<file path="src/rtl/sdram_arbiter.sv">
`default_nettype none
`timescale 1ns/1ps
//==============================================================================
// sdram_arbiter : shares one SDRAM controller command port between p0 (video),
// p1 (CPU/UART) and periodic auto-refresh. Optional: SDRAM_ARB_ROUND_ROBIN_EN.
// Rev 1.0
//==============================================================================
module sdram_arbiter #(
  parameter int ADDR_W           = 21,
  parameter int REFRESH_INTERVAL = 1300
) (
  input  logic              clk,
  input  logic              reset_n,
  input  logic              p0_req,
  input  logic              p0_wr,
  input  logic [ADDR_W-1:0] p0_addr,
  input  logic [31:0]       p0_wdata,
  input  logic [3:0]        p0_wmask,
  output logic              p0_ack,
  output logic [31:0]       p0_rdata,
  output logic              p0_rdata_en,
  input  logic              p1_req,
  input  logic              p1_wr,
  input  logic [ADDR_W-1:0] p1_addr,
  input  logic [31:0]       p1_wdata,
  input  logic [3:0]        p1_wmask,
  output logic              p1_ack,
  output logic [31:0]       p1_rdata,
  output logic              p1_rdata_en,
  output logic              mem_valid,
  input  logic              mem_ready,
  output logic              mem_refresh,
  output logic              mem_wr,
  output logic [ADDR_W-1:0] mem_addr,
  output logic [31:0]       mem_wdata,
  output logic [3:0]        mem_wmask,
  input  logic              mem_done,
  input  logic [31:0]       mem_rdata
);

  localparam int               CNT_W        = (REFRESH_INTERVAL > 1) ? $clog2(REFRESH_INTERVAL) : 1;
  localparam logic [CNT_W-1:0] C_CNT_RELOAD = CNT_W'(REFRESH_INTERVAL - 1);

  localparam logic [1:0] ST_IDLE  = 2'd0;
  localparam logic [1:0] ST_ISSUE = 2'd1;
  localparam logic [1:0] ST_WAIT  = 2'd2;

  localparam logic [1:0] OWN_NONE = 2'd0;
  localparam logic [1:0] OWN_P0   = 2'd1;
  localparam logic [1:0] OWN_P1   = 2'd2;
  localparam logic [1:0] OWN_REF  = 2'd3;

  logic [1:0]        state_q, state_d;
  logic [1:0]        owner_q, owner_d;
  logic [CNT_W-1:0]  cnt_q, cnt_d;
  logic              ref_pend_q, ref_pend_d;

  logic              mem_valid_q, mem_valid_d;
  logic              mem_refresh_q, mem_refresh_d;
  logic              mem_wr_q, mem_wr_d;
  logic [ADDR_W-1:0] mem_addr_q, mem_addr_d;
  logic [31:0]       mem_wdata_q, mem_wdata_d;
  logic [3:0]        mem_wmask_q, mem_wmask_d;
  logic              p0_ack_q, p0_ack_d;
  logic              p1_ack_q, p1_ack_d;
  logic [31:0]       p0_rdata_q, p0_rdata_d;
  logic [31:0]       p1_rdata_q, p1_rdata_d;
  logic              p0_rdata_en_q, p0_rdata_en_d;
  logic              p1_rdata_en_q, p1_rdata_en_d;

  logic              w_sel_ref;
  logic              w_sel_p0;
  logic              w_sel_p1;
  logic              w_sel_any;
  logic              w_prefer_p1;
  logic              w_expire;

`ifdef SDRAM_ARB_ROUND_ROBIN_EN
  // Set when p0 was granted last, so p1 wins the next contended selection.
  logic rr_q, rr_d;
  assign w_prefer_p1 = rr_q;
`else
  assign w_prefer_p1 = 1'b0;
`endif

  assign w_expire  = (cnt_q == '0);
  assign w_sel_any = w_sel_ref | w_sel_p0 | w_sel_p1;

  // Arbitration: refresh first, then the requesters.
  always_comb begin
    w_sel_ref = 1'b0;
    w_sel_p0  = 1'b0;
    w_sel_p1  = 1'b0;
    if (state_q == ST_IDLE) begin
      if (ref_pend_q) begin
        w_sel_ref = 1'b1;
      end else if (p0_req && p1_req) begin
        w_sel_p1 = w_prefer_p1;
        w_sel_p0 = ~w_prefer_p1;
      end else if (p0_req) begin
        w_sel_p0 = 1'b1;
      end else if (p1_req) begin
        w_sel_p1 = 1'b1;
      end
    end
  end

  // Next-state logic: transaction FSM, owner tracking and refresh timer.
  always_comb begin
    state_d    = state_q;
    owner_d    = owner_q;
    cnt_d      = w_expire ? C_CNT_RELOAD : cnt_q - CNT_W'(1);
    // An expiry coinciding with a refresh selection leaves one refresh pending.
    ref_pend_d = w_expire | (ref_pend_q & ~w_sel_ref);
`ifdef SDRAM_ARB_ROUND_ROBIN_EN
    rr_d       = rr_q;
    if (w_sel_p0) rr_d = 1'b1;
    if (w_sel_p1) rr_d = 1'b0;
`endif
    case (state_q)
      ST_IDLE: begin
        if (w_sel_any) begin
          state_d = ST_ISSUE;
          if (w_sel_ref)     owner_d = OWN_REF;
          else if (w_sel_p0) owner_d = OWN_P0;
          else               owner_d = OWN_P1;
        end
      end
      ST_ISSUE: begin
        if (mem_ready) state_d = ST_WAIT;
      end
      ST_WAIT: begin
        if (mem_done) begin
          state_d = ST_IDLE;
          owner_d = OWN_NONE;
        end
      end
      default: begin
        state_d = ST_IDLE;
        owner_d = OWN_NONE;
      end
    endcase
  end

  // Output logic: command fields, acks and read-data routing.
  always_comb begin
    mem_valid_d   = mem_valid_q;
    mem_refresh_d = mem_refresh_q;
    mem_wr_d      = mem_wr_q;
    mem_addr_d    = mem_addr_q;
    mem_wdata_d   = mem_wdata_q;
    mem_wmask_d   = mem_wmask_q;
    p0_ack_d      = 1'b0;
    p1_ack_d      = 1'b0;
    p0_rdata_d    = p0_rdata_q;
    p1_rdata_d    = p1_rdata_q;
    p0_rdata_en_d = 1'b0;
    p1_rdata_en_d = 1'b0;
    case (state_q)
      ST_IDLE: begin
        if (w_sel_ref) begin
          mem_valid_d   = 1'b1;
          mem_refresh_d = 1'b1;
          mem_wr_d      = 1'b0;
          mem_addr_d    = '0;
          mem_wdata_d   = '0;
          mem_wmask_d   = '0;
        end else if (w_sel_p0) begin
          mem_valid_d   = 1'b1;
          mem_refresh_d = 1'b0;
          mem_wr_d      = p0_wr;
          mem_addr_d    = p0_addr;
          mem_wdata_d   = p0_wdata;
          mem_wmask_d   = p0_wmask;
          p0_ack_d      = 1'b1;
        end else if (w_sel_p1) begin
          mem_valid_d   = 1'b1;
          mem_refresh_d = 1'b0;
          mem_wr_d      = p1_wr;
          mem_addr_d    = p1_addr;
          mem_wdata_d   = p1_wdata;
          mem_wmask_d   = p1_wmask;
          p1_ack_d      = 1'b1;
        end
      end
      ST_ISSUE: begin
        if (mem_ready) mem_valid_d = 1'b0;
      end
      ST_WAIT: begin
        if (mem_done && !mem_wr_q) begin
          if (owner_q == OWN_P0) begin
            p0_rdata_d    = mem_rdata;
            p0_rdata_en_d = 1'b1;
          end else if (owner_q == OWN_P1) begin
            p1_rdata_d    = mem_rdata;
            p1_rdata_en_d = 1'b1;
          end
        end
      end
      default: begin
        mem_valid_d = 1'b0;
      end
    endcase
  end

  always_ff @(posedge clk or negedge reset_n) begin
    if (!reset_n) begin
      state_q       <= ST_IDLE;
      owner_q       <= OWN_NONE;
      cnt_q         <= C_CNT_RELOAD;
      ref_pend_q    <= 1'b0;
      mem_valid_q   <= 1'b0;
      mem_refresh_q <= 1'b0;
      mem_wr_q      <= 1'b0;
      mem_addr_q    <= '0;
      mem_wdata_q   <= '0;
      mem_wmask_q   <= '0;
      p0_ack_q      <= 1'b0;
      p1_ack_q      <= 1'b0;
      p0_rdata_q    <= '0;
      p1_rdata_q    <= '0;
      p0_rdata_en_q <= 1'b0;
      p1_rdata_en_q <= 1'b0;
`ifdef SDRAM_ARB_ROUND_ROBIN_EN
      rr_q          <= 1'b0;
`endif
    end else begin
      state_q       <= state_d;
      owner_q       <= owner_d;
      cnt_q         <= cnt_d;
      ref_pend_q    <= ref_pend_d;
      mem_valid_q   <= mem_valid_d;
      mem_refresh_q <= mem_refresh_d;
      mem_wr_q      <= mem_wr_d;
      mem_addr_q    <= mem_addr_d;
      mem_wdata_q   <= mem_wdata_d;
      mem_wmask_q   <= mem_wmask_d;
      p0_ack_q      <= p0_ack_d;
      p1_ack_q      <= p1_ack_d;
      p0_rdata_q    <= p0_rdata_d;
      p1_rdata_q    <= p1_rdata_d;
      p0_rdata_en_q <= p0_rdata_en_d;
      p1_rdata_en_q <= p1_rdata_en_d;
`ifdef SDRAM_ARB_ROUND_ROBIN_EN
      rr_q          <= rr_d;
`endif
    end
  end

  assign mem_valid   = mem_valid_q;
  assign mem_refresh = mem_refresh_q;
  assign mem_wr      = mem_wr_q;
  assign mem_addr    = mem_addr_q;
  assign mem_wdata   = mem_wdata_q;
  assign mem_wmask   = mem_wmask_q;
  assign p0_ack      = p0_ack_q;
  assign p1_ack      = p1_ack_q;
  assign p0_rdata    = p0_rdata_q;
  assign p1_rdata    = p1_rdata_q;
  assign p0_rdata_en = p0_rdata_en_q;
  assign p1_rdata_en = p1_rdata_en_q;

endmodule
`default_nettype wire

</file>
<file path="config.mk">
export PLATFORM = sky130hd
export DESIGN_NAME = sdram_arbiter
export DESIGN_NICKNAME = d
export VERILOG_FILES = /design/src/rtl/sdram_arbiter.sv
export SDC_FILE = /design/constraint.sdc
export NUM_CORES = 1
export LEC_CHECK = 0
export CAP_MARGIN = 20
export CORE_UTILIZATION = 42
export CTS_BUF_LIST = sky130_fd_sc_hd__clkbuf_16
export DETAILED_ROUTE_END_ITERATION = 12
export DONT_BUFFER_PORTS = 1
export PLACE_DENSITY = 0.6
export SLEW_MARGIN = 20
export SYNTH_ARGS = -nofsm -noshare
export SYNTH_HDL_FRONTEND = slang
export SYNTH_SLANG_ARGS = --single-unit
</file>
<file path="constraint.sdc">
create_clock -name clk -period 2 [get_ports clk]
set_input_delay 0.3 -clock clk [delete_from_list [all_inputs] [get_ports clk]]
set_output_delay 0.3 -clock clk [all_outputs]
set_load 0.01 [all_outputs]
</file>
# Yosys cells after proc, flatten, opt, wreduce, memory -nomap -nowiden
# Index checks and enable logic that the tools add are counted.
# word_totals
regBits,144
inputBits,154
out_inout_bits,128
# op_classes
n_addsub,1
eq_ne,8
muxes,54
n_bitwise,8
n_reduce_logical,12
# ops
cell,n
two-way mux 32 bit,3
two-way mux 21 bit,3
two-way mux 1 bit,35
two-way mux 2 bit,6
two-way mux 4 bit,3
one-hot mux 2 bit (3 select lines),2
AND reduction 3 bit,4
logical NOT 11 bit,1
two-way mux 11 bit,1
"subtractor 11 x 1 -> 11 bit, second input constant",1
"inequality test 2 bit, second input constant",3
"== test 2 x 1 -> 1 bit, second input constant",2
"== test 2 bit, second input constant",2
"inequality test 4 bit, second input constant",1
NOT 1 bit,4
AND reduction 4 bit,1
OR 1 bit,3
one-hot mux 1 bit (3 select lines),1
nonzero test 3 bit,1
logical AND 1 bit,2
logical NOT 2 bit,1
AND reduction 2 bit,1
bitwise AND 1 bit,1
logical NOT 1 bit,1

# Depth between registers and ports, before layout
# logic_depth
depth_word,9
ltp_mapped,6
depth_no_buf,5

# Worst setup path before layout
# OpenSTA, ideal clock, no wires.
# synth_path
path_kind,register to register
startpoint,register mem_wr_q (netlist: mem_wr)
endpoint,register p0_rdata_q[0] (netlist: p0_rdata[0])
arrival_ps,1667
required_time_ps,1875
slack_ps,208
stages_incl_launch_ff,6
cell_sequence,dfrtp_1 -> nand3b_2 -> or4b_4 -> buf_6 -> buf_12 -> mux2_4
# synth_between
elab_chain_cells,3
# synth_lines
element,line_no,source
from (decl),60,"logic mem_wr_q, mem_wr_d;"
from (signal assigned),234,mem_wr_q <= mem_wr_d;
logical NOT 1 bit,190,if (mem_done && !mem_wr_q) begin
logical AND 1 bit,190,
AND reduction 3 bit (no source line),n/a,
to (signal assigned),240,p0_rdata_q <= p0_rdata_d;
to (decl),66,"logic [31:0] p0_rdata_q, p0_rdata_d;"
# Every way passes these cells.
# A chain may end at the register's enable or synchronous reset.

# Final worst setup path
# layout_path
startpoint,register cnt_q[1]
endpoint,register cnt_q[5]
# layout_between
elab_chain_cells,2
elab_cells_between_ends,3
cone_classes,add/sub (1); mux (1); reduce/logical (1)
# layout_lines
element,line_no,source
from (decl),55,"logic [CNT_W-1:0] cnt_q, cnt_d;"
from (signal assigned),230,cnt_q <= cnt_d;
subtractor 11 x 1 -> 11 bit or logical NOT 11 bit (tied branches),"112, 86",
two-way mux 11 bit *,112,cnt_d = w_expire ? C_CNT_RELOAD : cnt_q - CNT_W'(1);
via cnt_d[5],55,
# The timed path passes the listed nets; every way through them passes the cells marked *.

==> results_dict.tcl <==
set metrics [dict create \
    outcome "finished, violations left" \
    violations "design-rule violations, negative hold slack" \
    grt_pass1_wl_um 26000 \
    crit_family "simple AND/OR/NAND/NOR gates" \
    synth_top_area_share 0.545 \
    grt-ovfl-total 0 \
    cts_root_buf "clkbuf_16" \
    finish.instance_area_um2 7150 \
    die_w_um 125 \
    drv_slew 0 \
    antenna_found_initial 0 \
    slew_headroom 0.640 \
    hp-class "primary input to async pin" \
    yosysTopAreaCell "dfrtp_1" \
    leakage_nw 3.19 \
    drive_gt1_frac 0.228 \
    fill_cells 1289 \
    synth_top_flop_cell "dfrtp_1" \
    drtPass1Iterations 9 \
    drtIter0Drc 293 \
    fin_nets 718 \
    setup_ws_ns 0.133 \
    via_count 4522 \
    layout_common_cells "139 x dfrtp_1, 66 x nand2_1, 59 x a21oi_1, 59 x a31oi_1, 54 x o21ai_0" \
    rsz0062_at_grt "false" \
    synth_edf_count 0 \
    layout_min_cycle_time_ns 1.87 \
    worstMarginPinSlew_ns 0.540 \
    period_share 0.933 \
    critPathBufInv 1 \
    ant_nets 0 \
    grt_usage 0.216 \
    setup_tns_ns 0 \
    drc 23 \
    viasPerCell 5.96 \
    multi_input_area_um2 2490 \
    final_common_cell "dfrtp_1" \
    chipHeight_um 125 \
    syn-cell-area_um2 6380 \
    final_hold_viol_count 144 \
    syn_to_final_growth_pct 12.1 \
    synthDistinctLibCells 46 \
    crit_type "flip-flop to flip-flop" \
    crit_chain "inv_1, ha_1, or4b_1, or3_1, a31o_2" \
    grt_max_degree 145 \
    fin_worst_skew_ns 0.0103 \
    pre_cts_slack_ns 0.157 \
    max_stage_delay_ns 0.52 \
    routed_wl_um 16500 \
    ir_drop_mv 0.824 \
    syn_avg_cell_area_um2 11.2 \
    yosys_warnings 0 \
    yosysSeqAreaShare 0.566 \
    crit_slowest_cell "or4b_1" \
    cp_max_fo 5 \
    cts.path.max_buffers 2 \
    hpwl_um 11100 \
    insertion_delay_ns 0.42 \
    antennaDiodeCount 0 \
    seq_area_um2 3610 \
    pin_count 282 \
    powerDensity_nw_per_um2 1600 \
    crit_required_ns 2.30 \
    synth-seq-cells 144 \
    placed_area_um2 6530 \
    start_util 0.434 \
    syn-num-nets 724 \
    holdWs_ns -0.426 \
    start_kind "flip-flop" \
    cap_violations 0 \
    setup_viol 0 \
    core_um2 14700 \
    ys_async_sr_fraction 1.00 \
    numPortBuffers 0 \
    end_kind "flip-flop" \
    wl_per_cell_um 21.8 \
    yosys-top-cells-area "dfrtp_1 55%, mux2_4 6.8%, mux2_2 6.4%" \
    htreeDepth 4 \
    cts_sinks 144 \
    clkTransAtPathRegs_ns 0.07 \
    place.gp.congestion 0.793 \
    cts_made_buffers 17 \
    crit_arrival_ns 2.17 \
    num_rows 44 \
    fmax_mhz 536 \
    grt_pass1_vias 4587 \
    postSynthCellCount 568 \
    die_area_um2 15700 \
    cts_tree "built" \
]
==> worst reg2reg max path: cells and delay by family (launching register included) <==
kind,cells,cell delay [ns]
AND/OR/NAND/NOR,2,0.87
flip-flops,1,0.38
AO/OA/AOI/OAI,1,0.25
adder cells (fa/ha/maj),1,0.18
buffers and inverters,1,0.08
==> where the power goes <==
group | internal, mW | switching [mW]
Sequential | 4.06 | 1.39
Combinational | 1.33 | 1.58
Clock | 1.75 | 1.35
==> final timing paths <==
check,start,endpoint,slack (ns),depth (start not counted)
max in group asynchronous,reset_n,cnt_q[1]$_DFF_PN1_,2.14,0
worst min-delay path,reset_n,p0_rdata[17]$_DFFE_PN0P_,-0.43,0
worst max-delay path,cnt_q[1]$_DFF_PN1_,cnt_q[5]$_DFF_PN0_,0.13,5
worst max register to register,cnt_q[1]$_DFF_PN1_,cnt_q[5]$_DFF_PN0_,0.13,5
worst min register to register,cnt_q[0]$_DFF_PN1_,cnt_q[0]$_DFF_PN1_,0.47,1
min in group clk,p0_wdata[7],mem_wdata[7]$_DFFE_PN0P_,0.02,2
==> sequential cells by signal (all words and copies together), names as in the netlist <==
register,count
cnt_q,11
mem_addr,21
mem_refresh,1
mem_valid,1
mem_wdata,32
mem_wmask,4
mem_wr,1
owner_q,2
p0_ack,1
p0_rdata,32
p0_rdata_en,1
p1_ack,1
p1_rdata,32
p1_rdata_en,1
ref_pend_q,1
state_q,2
==> cell usage after synthesis, types with 3 or more instances <==
master,instances
nand2_1,66
nor3b_1,3
o21ai_0,54
dfrtp_1,139
mux2_2,36
buf_2,14
dfstp_2,5
clkbuf_1,30
nor2_1,7
xnor2_1,3
buf_12,3
a31oi_1,59
mux2_4,29
or3_1,4
o21ai_1,9
a21oi_1,59
inv_1,9
nor3_1,3
==> area by class of cell <==
class,count,share of cell area
flip-flops and latches,144,0.505
inverters,9,0.00472
repair buffers,24,0.0304
multi-input cells,366,0.348
clock buffers,17,0.0595
well taps,184,0.0322
clock inverters,15,0.0208
==> metrics by stage <==
stage	hold slack, ns	util	instances	total power [mW]
3_5_place_dp	0.00694	0.444	722	8.43
3_3_place_gp	0.00714	0.444	722	8.28
6_report	-0.426	0.487	759	11.5
4_1_cts	-0.452	0.485	756	11.6
2_1_floorplan	0.00441	-	568	7.48
5_1_grt	-0.464	0.487	759	12.1
==> per-layer routing <==
| metal | GRT usage | vias to the layer above | wire (um) |
|---|---|---|---|
| met4 | 0.0560 | 0 | 82 |
| met3 | 0.0933 | 8 | 1790 |
| met2 | 0.354 | 254 | 8000 |
| li1 | - | 2031 | - |
| met5 | 0 | - | 0 |
| met1 | 0.262 | 2229 | 6640 |
==> timing repair <==
item,CTS,global route
gates resized for setup,0,0
endpoints found under the hold margin,146,147
buffers inserted,0,0
hold buffers,2,3
==> logic make-up after synthesis <==
kind of cell,after synthesis,synth area share
muxes,66,0.133
and+or+nand+nor,101,0.0765
DFF,144,0.566
buffers and inverters,58,0.0469
adders and majority gates,2,0.00392
AOI/OAI and AO/OA,194,0.169
xor gates and xnor gates,3,0.00412
No activity file was read; power rests on OpenSTA's default activity.
